File: src/rtl/img_pkg.sv
// img_pkg: frame geometry and streaming FSM states shared by image-side blocks
package img_pkg;
  localparam int IMG_W = 256;
  localparam int IMG_H = 256;
  localparam int N_PIXELS_DEF = IMG_W * IMG_H;
  typedef enum logic [2:0] {IDLE, REQ, WAIT, HOLD, DONE} stream_state_t;
endpackage

File: src/rtl/image_addr_counter.sv
// image_addr_counter: sequential pixel address generator with terminal-count flag
//   clk, rst (async, active-low)
//   load : restart at BASE_ADDR, pixel index 0
//   inc  : advance address and pixel index by one (address wraps modulo 2^ADDR_W)
//   addr : current registered address
//   last : current pixel index is N_PIXELS-1
module image_addr_counter
  import img_pkg::*;
#(
  parameter int ADDR_W = 32,
  parameter int N_PIXELS = N_PIXELS_DEF,
  parameter logic [ADDR_W-1:0] BASE_ADDR = '0
) (
  input  logic              clk,
  input  logic              rst,
  input  logic              load,
  input  logic              inc,
  output logic [ADDR_W-1:0] addr,
  output logic              last
);
  logic [ADDR_W-1:0] pixIdx;
  // index is tracked separately so the flag is independent of BASE_ADDR wrap-around
  assign last = pixIdx == ADDR_W'(N_PIXELS - 1);
  always_ff @(posedge clk or negedge rst)
    if (!rst) begin
      addr   <= BASE_ADDR;
      pixIdx <= '0;
    end else if (load) begin
      addr   <= BASE_ADDR;
      pixIdx <= '0;
    end else if (inc) begin
      addr   <= addr + ADDR_W'(1);
      pixIdx <= pixIdx + ADDR_W'(1);
    end
endmodule

File: src/rtl/image_stream_out.sv
// image_stream_out: drains one frame from the processed-image memory onto a valid/ready byte stream
//   clk, rst (async, active-low)
//   start/abort           : frame request / cancel
//   mem_addr, mem_rd      : memory read port (data valid the cycle after the address)
//   tx_data/tx_valid/tx_ready : byte stream to the sink
//   busy, done, byte_cnt  : status
module image_stream_out
  import img_pkg::*;
#(
  parameter int ADDR_W = 32,
  parameter int DATA_W = 8,
  parameter int N_PIXELS = N_PIXELS_DEF,
  parameter logic [ADDR_W-1:0] BASE_ADDR = '0
) (
  input  logic              clk,
  input  logic              rst,
  input  logic              start,
  input  logic              abort,
  output logic [ADDR_W-1:0] mem_addr,
  input  logic [DATA_W-1:0] mem_rd,
  output logic [DATA_W-1:0] tx_data,
  output logic              tx_valid,
  input  logic              tx_ready,
  output logic              busy,
  output logic              done,
  output logic [ADDR_W-1:0] byte_cnt
);
  stream_state_t state;
  logic last;
  logic load;
  logic inc;
  logic stop;
  assign stop = state != IDLE && abort;
  assign load = state == IDLE && start;
  // tx_ready only steers the address register, never an output combinationally
  assign inc = state == HOLD && !abort && tx_ready && !last;
  image_addr_counter #(
    .ADDR_W(ADDR_W),
    .N_PIXELS(N_PIXELS),
    .BASE_ADDR(BASE_ADDR)
  ) addrCounter (
    .clk(clk),
    .rst(rst),
    .load(load),
    .inc(inc),
    .addr(mem_addr),
    .last(last)
  );
  always_ff @(posedge clk or negedge rst)
    if (!rst) begin
      state    <= IDLE;
      tx_data  <= '0;
      tx_valid <= 1'b0;
      busy     <= 1'b0;
      done     <= 1'b0;
      byte_cnt <= '0;
    end else begin
      done <= 1'b0;
      if (stop) begin
        state    <= IDLE;
        tx_valid <= 1'b0;
        busy     <= 1'b0;
      end else
        case (state)
          IDLE:
            if (start) begin
              state    <= REQ;
              busy     <= 1'b1;
              byte_cnt <= '0;
            end
          REQ: state <= WAIT;
          WAIT: begin
            tx_data  <= mem_rd;
            tx_valid <= 1'b1;
            state    <= HOLD;
          end
          HOLD:
            if (tx_ready) begin
              tx_valid <= 1'b0;
              byte_cnt <= byte_cnt + ADDR_W'(1);
              state    <= last ? DONE : REQ;
              // done is registered on entry so it is high exactly for the DONE cycle
              done     <= last;
            end
          DONE: begin
            busy  <= 1'b0;
            state <= IDLE;
          end
          default: state <= IDLE;
        endcase
    end
endmodule
File: config.mk
export PLATFORM = sky130hd
export DESIGN_NAME = image_stream_out
export DESIGN_NICKNAME = d
export VERILOG_FILES = /design/src/rtl/img_pkg.sv /design/src/rtl/image_addr_counter.sv /design/src/rtl/image_stream_out.sv
export SDC_FILE = /design/constraint.sdc
export NUM_CORES = 1
export LEC_CHECK = 0
export ABC_AREA = 1
export BUFFER_PORTS_ARGS = -buffer_cell sky130_fd_sc_hd__buf_4
export CAP_MARGIN = 0
export CORE_MARGIN = 5
export CORE_UTILIZATION = 53
export CTS_CLUSTER_DIAMETER = 100
export DETAILED_ROUTE_END_ITERATION = 10
export GPL_TIMING_DRIVEN = 0
export PLACE_DENSITY = 0.82
export SLEW_MARGIN = 30
export SYNTH_ARGS = -nofsm -noshare
export SYNTH_HDL_FRONTEND = slang
export SYNTH_SLANG_ARGS = --single-unit
File: constraint.sdc
create_clock -name clk -period 1.6 [get_ports clk]
set_input_delay 0 -clock clk [delete_from_list [all_inputs] [get_ports clk]]
set_output_delay 0 -clock clk [all_outputs]
set_load 0.02 [all_outputs]
==> metrics.txt, run 1 <==
power density cells 925 mW/mm2; Syn Inst Count roughly 1,100; top cells by count, synth nand2_1 (423), nor2_1 (185), dfrtp_1 (110), inv_1 (87), nand3_1 (68); # IOs 88; Crit Path Class reg -> reg; final hold violations 0; min cycle time layout 1810 ps; CTS buffer count 9; Post-Synth Simple-Gate Area 46.5%; Core ar. ~0.013 mm2; area added between synthesis and finish 37.1%; number of warning messages in the yosys log 0; ratio of cells with drive above 1 in the final layout ~31%; DR vias/cell 5.81; Worst Max-Slew Pin Slew 826 ps; Placed Cells 1,325; result of the run complete, but fails checks; # rows 42; Combinational Power Share 36.1%; sequential share of power a little over a third; area fraction in compound gates after synthesis approximately 2.7%; FF-to-FF path depth 12; Critical Path End Type flop; Internal Power 5.62 mW; Leakage 4.50 nW; Switch Pwr 3.30 mW; Root Driver clkbuf_16; largest cells by area after synthesis dfrtp_1 (39%), nand2_1 (23%), nor2_1 (9.9%); sequential share of the synthesized area around 39%; setup repair after global routing missed its margin true; crit path from addrCounter.pixIdx[4]; hold depth 5; final WL 24.8 mm; Arr. time, crit path 2110 ps; sw frac 37.0%; area share of the leading cell type in the synthesized netlist 39.1%; post-synthesis cell area roughly 0.0070 mm2; Slew Limit Fails 0; router iterations before antenna repair 7; EDFF count, synth 0; first-pass GRT wire length 36.1 mm; grt ovf 0; ANT cells 0; final core occ 73.4%; R2R Setup Slk -210 ps; Clock Latency Late Sink 370 ps; final cell count without fillers 1,428; Bufs on Longest Clock Path 2; H-tree depth 3; area of the multi-input gates around 0.0043 mm2; Total Power 8.92 mW; HP Class in -> reg; crit path cell chain nand2_1 > inv_1 > nand2_1 > nor2_4 > nand2_2 > nor2_4 > nor2_8 > nor2_8 > buf_6 > buf_6 > nand2_2 > nand2_1; hold slack 142 ps; Final setup viols 68; Die W 125 um; setup ws final -209 ps; Max-cap violations 0; Seq. cell area 0.00279 mm2; Worst Path Required 1900 ps; top-count cell post-synth nand2_1; I/O Buffers 87; xor and xnor fraction of the mapped netlist area 2.99%; achievable frequency 0.553 GHz; initial antenna violation count 0; Syn Area/Cell 6.62 um2; Layout fillers 933; clock share of power 27.7%; Clock Skews 10.1 ps; Synth cell types 32; Die Ht 125 um; Yosys reg bits 110; critical path startpoint category flop; Starting DRT DRC Count roughly 900; Clk pin slew, worst setup/hold paths ~80 ps; Slowest cell on crit path dfrtp_1; cell mode on critical path nand2_1; DR vias 8,290; Setup TNS Final -9440 ps; vias in the first global route 7,565; asr flop ratio synth 100%; DRT antenna net count 0; Worst Hold End state[0]; worst-path maximum fanout 6; drc violations 0; cell taking the most area after synthesis dfrtp_1; Initial Util about 54%; CTS sink count 110; Syn Nets between 1,000 and 1,500; CTS tree done; largest family of logic cells by synthesized area simple AND/OR/NAND/NOR gates; reg2reg end addrCounter.addr[9]; Worst Hold Launch start; RePlAce Congestion 0.945; Worst path max stage delay 400 ps; largest net degree at the start of global routing 111; Tot GR Track Use 27.9%; VDD IR max 0.615 mV; violated checks negative setup slack; Post-Synth Adder-Cell Area less than 1%; worst reg2reg path startpoint addrCounter.pixIdx[4]; final worst-path cycle share 113%; wire per inst around 17 um; relative slew slack 44.9%; Final HPWL DP ~15 mm; mux contribution to synthesized area 1.28%; Nets 1,263; Die ar. 0.0157 mm2; Top FF cell, synth dfrtp_1
-- cell families after synthesis --
group	count (synthesis)
AND/OR/NAND/NOR	769
buffers and inverters	114
adder cells (fa/ha/maj)	3
flip-flops	110
multiplexers	8
AO/OA/AOI/OAI	34
XOR/XNOR	24
-- sequential cells by signal, summed over array words and instances (netlist names) --
name and cells:
tx_data 8, addrCounter.addr 32, state 3, byte_cnt 32, done 1, addrCounter.pixIdx 32
tx_valid 1, busy 1
-- what timing repair did --
| item | 4_1_cts | 5_1_grt |
|---|---|---|
| cloned | 8 | 5 |
| endpoints found under the setup margin | 98 | 100 |
| resized for setup | 69 | 180 |
| setup buffers | 28 | 39 |
| hold buffers | 11 | 0 |
| hold endpoints to repair | 122 | 0 |
| pin swaps | 25 | 36 |
-- power by group through the flow --
stage | Combinational (mW) | Clock [mW] | Sequential (mW)
after global routing | 3.39 | 2.59 | 3.25
after CTS | 2.59 | 2.43 | 3.20
final | 3.22 | 2.47 | 3.23
after floorplan | 1.05 | 0 | 3.42
after detailed placement | 2.02 | 0 | 3.26
after global placement | 1.99 | 0 | 3.24
-- through the flow --
step | worst slack [ps] | cell area (um2)
floorplan | 21.0 | 7050
global placement | -345 | 7930
detailed placement | -375 | 7930
CTS | -103 | 8830
global route | -324 | 9640
finish | -209 | 9640
-- worst max-delay path by stage --
stage                      endpoint  slack (ps)  cells after the start
2_1_floorplan          byte_cnt[30]          20                      9
5_1_grt         addrCounter.addr[9]        -320                     12
3_3_place_gp   addrCounter.addr[10]        -350                      8
4_1_cts        addrCounter.addr[23]        -100                     11
3_5_place_dp   addrCounter.addr[10]        -370                      8
6_report        addrCounter.addr[9]        -210                     12
-- layout by cell type (no fill, tap or decap), types with 4 or more instances in the layout --
cell           Yosys  final
nand3_1           68     66
dlygate4sd3_1      0     11
xor2_1            20     19
nand2_2            3     65
dfrtp_1          110     82
o21ai_0           17     11
dfrtp_2            0     28
nor2_4             3     13
or2_2              9      9
nor3_1             8      5
nand4_1           49     49
buf_8              0      8
o21bai_1           4      4
inv_2              1      5
nor2_1           185    149
xnor2_1            4      4
nor2_2             0     28
nand2_4            0      5
clkbuf_16          0     12
buf_6              2     23
nand3b_1          16     16
inv_1             87     82
mux2_2             8      8
buf_4              6    147
a21oi_1            6      5
o21ai_1            3      7
nand2_1          423    354
-- metal layers --
| metal | track usage [%] | up-vias | part of all wire [%] |
|---|---|---|---|
| met3 | 4.78 | 159 | 8.9 |
| met5 | 0 | - | 0 |
| li1 | - | 3732 | - |
| met4 | 13.5 | 0 | 5.7 |
| met2 | 45.8 | 540 | 48 |
| met1 | 35.8 | 3859 | 38 |
-- layout make-up --
class                           instances  share of cell area, %
Buffer                                 23                   2.44
Clock buffer                            9                   2.34
Clock inverter                          7                  0.921
Inverter                               88                   3.45
Multi-Input combinational cell        840                   44.3
Sequential cell                       110                   28.9
Tap cell                              176                   2.28
Timing Repair Buffer                  175                   15.3
-- worst max-delay path: cells and delay by family (launching register included) --
| family | cells | cell delay, ps |
|---|---|---|
| and+or+nand+nor | 9 | 980 |
| DFF | 1 | 400 |
| buffers and inverters | 3 | 340 |
No activity file was read; power rests on OpenSTA's default activity.
==> inputs of run 2 (changes only) <==
- CORE_ASPECT_RATIO: default -> 1.25
- PLACE_DENSITY: 0.82 -> 0.77
- TNS_END_PERCENT: default -> 20
==> run 2 against run 1 <==
  * The run still ends with negative setup slack left
  * Via count shrank 6.9%
  * Worst hold slack lost 47 ps
  * Sequential power shrank 1%
  * Total power shrank 6.7%
  * Core utilization shrank 3.8 points
  * Clock power shrank 5%
  * Register-to-register slack gained 99 ps
  * First-iteration DRC count shrank 22%
  * Clock skew is essentially flat
  * Maximum frequency grew 5.8%
  * Largest cell class unchanged
==> metrics.txt, run 2 (same netlist as run 1, synthesis figures left out) <==
Nets 1,236 (-2.1%); Die ar. 0.0157 mm2 (about the same); vias in the first global route 7,245 (-4.2%); placed inst area 0.00796 mm2 (+0.27%); router iterations before antenna repair 6 (-1); Max-cap violations 0 (unchanged); Arr. time, crit path 2010 ps (-100 ps); final hold violations 0 (unchanged); worst-path maximum fanout 10 (+4); critical path startpoint category flop; power density cells 912 mW/mm2 (-1.5%); I/O Buffers 87 (unchanged); CTS tree done; first-pass GRT wire length 35.2 mm (-2.5%); CP Buf/Inv Count 3 (unchanged); HP Class in -> async; # rows 47 (+12%); Core ar. 0.0131 mm2 (-0.18%); wire per inst 15.9 um (-8.4%); Bufs on Longest Clock Path 2 (unchanged); DR vias/cell 5.53 (-4.8%); achievable frequency 0.585 GHz (+5.8%); H-tree depth 3 (unchanged); final WL 22.2 mm (-10%); fin area 0.00913 mm2 (-5.3%); ratio of cells with drive above 1 in the final layout 23.2% (-7.3 points); Worst path max stage delay 390 ps (about the same); min cycle time layout 1710 ps (-99.2 ps); initial antenna violation count 0 (unchanged); drc violations 0 (unchanged); Clock Latency Late Sink 360 ps (about the same); final cell count without fillers 1,396 (-2.2%); Die W 113 um (-9.7%); Worst Path Required 1900 ps (about the same); relative slew slack 68.8% (+24 points); result of the run complete, but fails checks; Root Driver clkbuf_16; Clk pin slew, worst setup/hold paths 80 ps (about the same); # IOs 88 (unchanged); Total Power 8.33 mW (-6.7%); most frequent cells in the layout nand2_1 (385), nor2_1 (161), buf_4 (126); violated checks negative setup slack; CTS buffer count 9 (unchanged); Die Ht 139 um (+11%); area added between synthesis and finish 29.9%; DR vias 7,715 (-6.9%); DRT antenna net count 0 (unchanged); Slew Limit Fails 0 (unchanged); setup repair after global routing missed its margin true; crit path cell chain nand2_1 > nor2_2 > nand2_1 > inv_1 > nand2_2 > nor2_4 > buf_12 > nor2_4 > buf_6 > nand4_1 > nand2_2; Crit Path Class reg -> reg; commonest non-fill, non-tap cell in the layout nand2_1; Starting DRT DRC Count 711 (-22%); Worst Max-Slew Pin Slew 467 ps (-359 ps); largest net degree at the start of global routing 77 (-31%); CTS sink count 110 (unchanged); Place WS -353 ps (+21.4 ps); Final HPWL DP 15.0 mm (+3.2%); Tot GR Track Use 27.7% (-0.13 points); Leakage 4.31 nW (-4.3%); final worst-path cycle share 107% (-6.2 points); Clock Skews 10.1 ps (+0.0290 ps); Placed Cells 1,321 (-0.30%); Final setup viols 63 (-7.4%); Initial Util 53.6% (+0.097 points); Critical Path End Type flop; largest registers addrCounter.addr: 32 flops, addrCounter.pixIdx: 32 flops, byte_cnt: 32 flops; VDD IR max 0.657 mV (+6.8%); Slowest cell on crit path dfrtp_1; RePlAce Congestion 0.897 (-5.1%); Top delay family on crit path simple AND/OR/NAND/NOR gates; setup ws final -110 ps (+99.2 ps); grt ovf 0 (unchanged); ANT cells 0 (unchanged)
-- run 2: what timing repair did --
action                                 CTS  global route
endpoints found under the hold margin  121             0
gates resized for setup                 66            62
cloned                                   7             0
pin swaps                               28            28
hold buffers                            11             0
setup buffers                           37             5
setup endpoints to repair               97            99
-- run 2: worst paths after layout --
check / startpoint / endpoint / slack (ps) / depth (start not counted)
min in group clk: start / state[0] / 90 / 5
max reg2reg: addrCounter.pixIdx[9] / addrCounter.addr[30] / -110 / 11
max in group asynchronous: rst / addrCounter.pixIdx[19] / 820 / 3
max: addrCounter.pixIdx[9] / addrCounter.addr[30] / -110 / 11
min: rst / addrCounter.addr[18] / 90 / 2
min reg2reg: tx_data[6] / tx_data[6] / 510 / 1
-- run 2: final cells by class --
cell class | instances | area [um2]
multi-input cells | 840 | 4050
fillers | 1094 | 3980
flip-flops and latches | 110 | 2770
repair buffers | 146 | 1240
inverters | 88 | 330
clock buffers | 11 | 243
plain buffers | 25 | 223
well taps | 171 | 214
clock inverters | 5 | 58.8
-- run 2: where the power goes --
part / internal (mW) / leakage, nW / switching, mW
Combinational: 1.16 / 2.68 / 1.63
Sequential: 3.00 / 1.49 / 0.192
Clock: 1.26 / 0.142 / 1.09
-- run 2: per-stage QoR --
step | hold WS (ps) | TNS [ps] | util (%)
finish | 94.5 | -5260 | 69.6
global route | 137 | -14780 | 69.6
CTS | 91.5 | -4420 | 68.2
detailed placement | -112 | -24970 | 60.7
global placement | 220 | -22540 | 60.4
floorplan | -296 | 0 | -
-- run 2: routing by layer --
layer / vias to the layer above / GRT usage (%) / share of wire [%]
met4: 0 / 12.5 / 4.3
met1: 3601 / 33.6 / 40
met2: 350 / 48.4 / 50
met5: - / 0 / 0
li1: 3676 / - / -
met3: 88 / 3.93 / 6.4
==> inputs of run 3 (changes only) <==
==> constraint.sdc (replaced) <==
create_clock -name clk -period 1.6 [get_ports clk]
set_input_delay 0.48 -clock clk [delete_from_list [all_inputs] [get_ports clk]]
set_output_delay 0.48 -clock clk [all_outputs]
set_load 0.02 [all_outputs]
==> run 3 against run 2 <==
  * The run still ends with negative setup slack left
  * Total power shrank 0.45%
  * Core utilization is 0.73 points lower
  * Register-to-register slack about the same
  * Critical path depth did not move
  * First-iteration DRC count rose by 6.2%
  * Largest cell class unchanged
==> metrics.txt, run 3 (same netlist as run 1, synthesis figures left out) <==
DRT antenna net count 0 (unchanged); Initial Util 53.6% (unchanged); Critical Path End Type flop; reg2reg end addrCounter.addr[30]; RePlAce Congestion 0.897 (unchanged); FF-to-FF path depth 11 (unchanged); relative slew slack 68.9% (about the same); final WL 21.9 mm (-1.0%); Core ar. 0.0131 mm2 (unchanged); Root Driver clkbuf_16; violated checks negative setup slack; largest net degree at the start of global routing 77 (unchanged); CTS sink count 110 (unchanged); R2R Setup Slk -110 ps (about the same); # IOs 88 (unchanged); Clk pin slew, worst setup/hold paths 70 ps (about the same); grt ovf 0 (unchanged); CTS buffer count 9 (unchanged); end point of the critical path addrCounter.addr[30]; Die ar. 0.0157 mm2 (unchanged); first-pass GRT wire length 34.9 mm (-0.88%); Place WS -353 ps (unchanged); commonest non-fill, non-tap cell in the layout nand2_1; Clock Latency Late Sink 360 ps (about the same); final worst-path cycle share 107% (+0.18 points); Final setup viols 64 (+1.6%); worst reg2reg path startpoint addrCounter.pixIdx[9]; Combinational Power Share 33.4% (about the same); sequential share of power 38.4% (about the same); critical path startpoint category flop; power density cells 917 mW/mm2 (+0.62%); HP Class in -> reg; crit path from addrCounter.pixIdx[9]; Die Ht 139 um (unchanged); setup ws final -113 ps (-2.90 ps); ratio of cells with drive above 1 in the final layout 23.4% (+0.19 points); Bufs on Longest Clock Path 2 (unchanged); DR vias/cell 5.54 (+0.17%); Nets 1,226 (-0.81%); Final HPWL DP 15.0 mm (unchanged); Placed Cells 1,321 (unchanged); setup repair after global routing missed its margin true; wire per inst 15.8 um (-0.30%); I/O Buffers 87 (unchanged); most frequent cells in the layout nand2_1 (385), nor2_1 (161), buf_4 (125); drc violations 0 (unchanged); Setup TNS Final -5400 ps (-146 ps); area added between synthesis and finish 28.5%; Internal Power 5.41 mW (-0.22%); Tot GR Track Use 27.5% (-0.23 points); vias in the first global route 7,169 (-1.0%); Crit Path Class reg -> reg; H-tree depth 3 (unchanged); min cycle time layout 1710 ps (+2.90 ps); VDD IR max 0.757 mV (+15%); Slew Limit Fails 0 (unchanged); final hold violations 0 (unchanged); Max-cap violations 0 (unchanged); DR vias 7,673 (-0.54%); # rows 47 (unchanged); hold depth 2; final cell count without fillers 1,386 (-0.72%); Leakage 4.26 nW (-0.94%); Die W 113 um (unchanged); Switch Pwr 2.88 mW (-0.86%); Starting DRT DRC Count 755 (+6.2%); Clock Skews 8.72 ps (-1.36 ps); sw frac 34.8% (-0.14 points); largest registers addrCounter.addr: 32 flops, addrCounter.pixIdx: 32 flops, byte_cnt: 32 flops; Arr. time, crit path 2010 ps (about the same); CTS tree done; initial antenna violation count 0 (unchanged); Worst Max-Slew Pin Slew 467 ps (-0.269 ps); Worst Path Required 1900 ps (about the same); worst-path maximum fanout 10 (unchanged); ANT cells 0 (unchanged); clock share of power 28.2% (about the same); result of the run complete, but fails checks; router iterations before antenna repair 6 (unchanged); achievable frequency 0.584 GHz (-0.17%)
==> run 3: cell count changes in the layout (fill, tap and decap cells not counted) <==
cell / change
buf_4: -1
buf_6: +1
dlygate4sd3_1: -10
==> run 3: repair_timing <==
action | CTS | global route
hold buffers | 1 | 0
cloned | 7 | 0
endpoints found under the setup margin | 97 | 100
gates resized for setup | 66 | 63
buffers inserted | 37 | 5
pin swaps | 28 | 29
endpoints found under the hold margin | 8 | 0
==> run 3: power groups by stage <==
stage / combinational, mW / sequential [mW] / clock (mW)
finish: 2.77 / 3.19 / 2.34
floorplan: 1.05 / 3.42 / 0
global placement: 2.00 / 3.24 / 0
detailed placement: 2.04 / 3.24 / 0
CTS: 2.62 / 3.18 / 2.35
global route: 2.93 / 3.22 / 2.46
==> run 3: worst min-delay path by stage <==
stage                          start                    to  slack [ps]
after CTS                   tx_ready              tx_valid         330
after detailed placement         rst  addrCounter.addr[18]         370
after floorplan                  rst   addrCounter.addr[0]         180
final                       tx_ready              tx_valid         330
after global placement    tx_data[2]            tx_data[2]         490
after global routing        tx_ready              tx_valid         330
==> run 3: through the flow <==
stage	utilization [%]	hold WS [ps]	power (mW)	cell area, um2
6_report	68.9	330	8.29	9040
3_3_place_gp	60.4	487	5.24	7920
3_5_place_dp	60.7	368	5.28	7960
4_1_cts	67.4	333	8.14	8840
2_1_floorplan	-	184	4.47	7050
5_1_grt	68.9	328	8.61	9040
==> run 3: metal layers <==
| metal | global-route usage [%] | wire length [um] |
|---|---|---|
| met1 | 33.4 | 8530 |
| met2 | 47.8 | 10900 |
| met3 | 3.97 | 1510 |
| met4 | 12.5 | 986 |
| met5 | 0 | 0 |
==> run 3: critical path, stage by stage (launching register included) <==
cell     delay [ps]
dfrtp_1         390
nand2_1         150
nor2_2           60
nand2_1         120
inv_1            70
nand2_2          80
nor2_4           60
buf_12          130
nor2_4          210
buf_6           200
nand4_1         110
nand2_2          80
==> run 3: layout make-up <==
type	instances	area, um2
fillers	1112	4080
multi-input cells	840	4050
flip-flops and latches	110	2770
repair buffers	136	1150
inverters	88	330
clock buffers	11	243
plain buffers	25	223
well taps	171	214
clock inverters	5	58.8
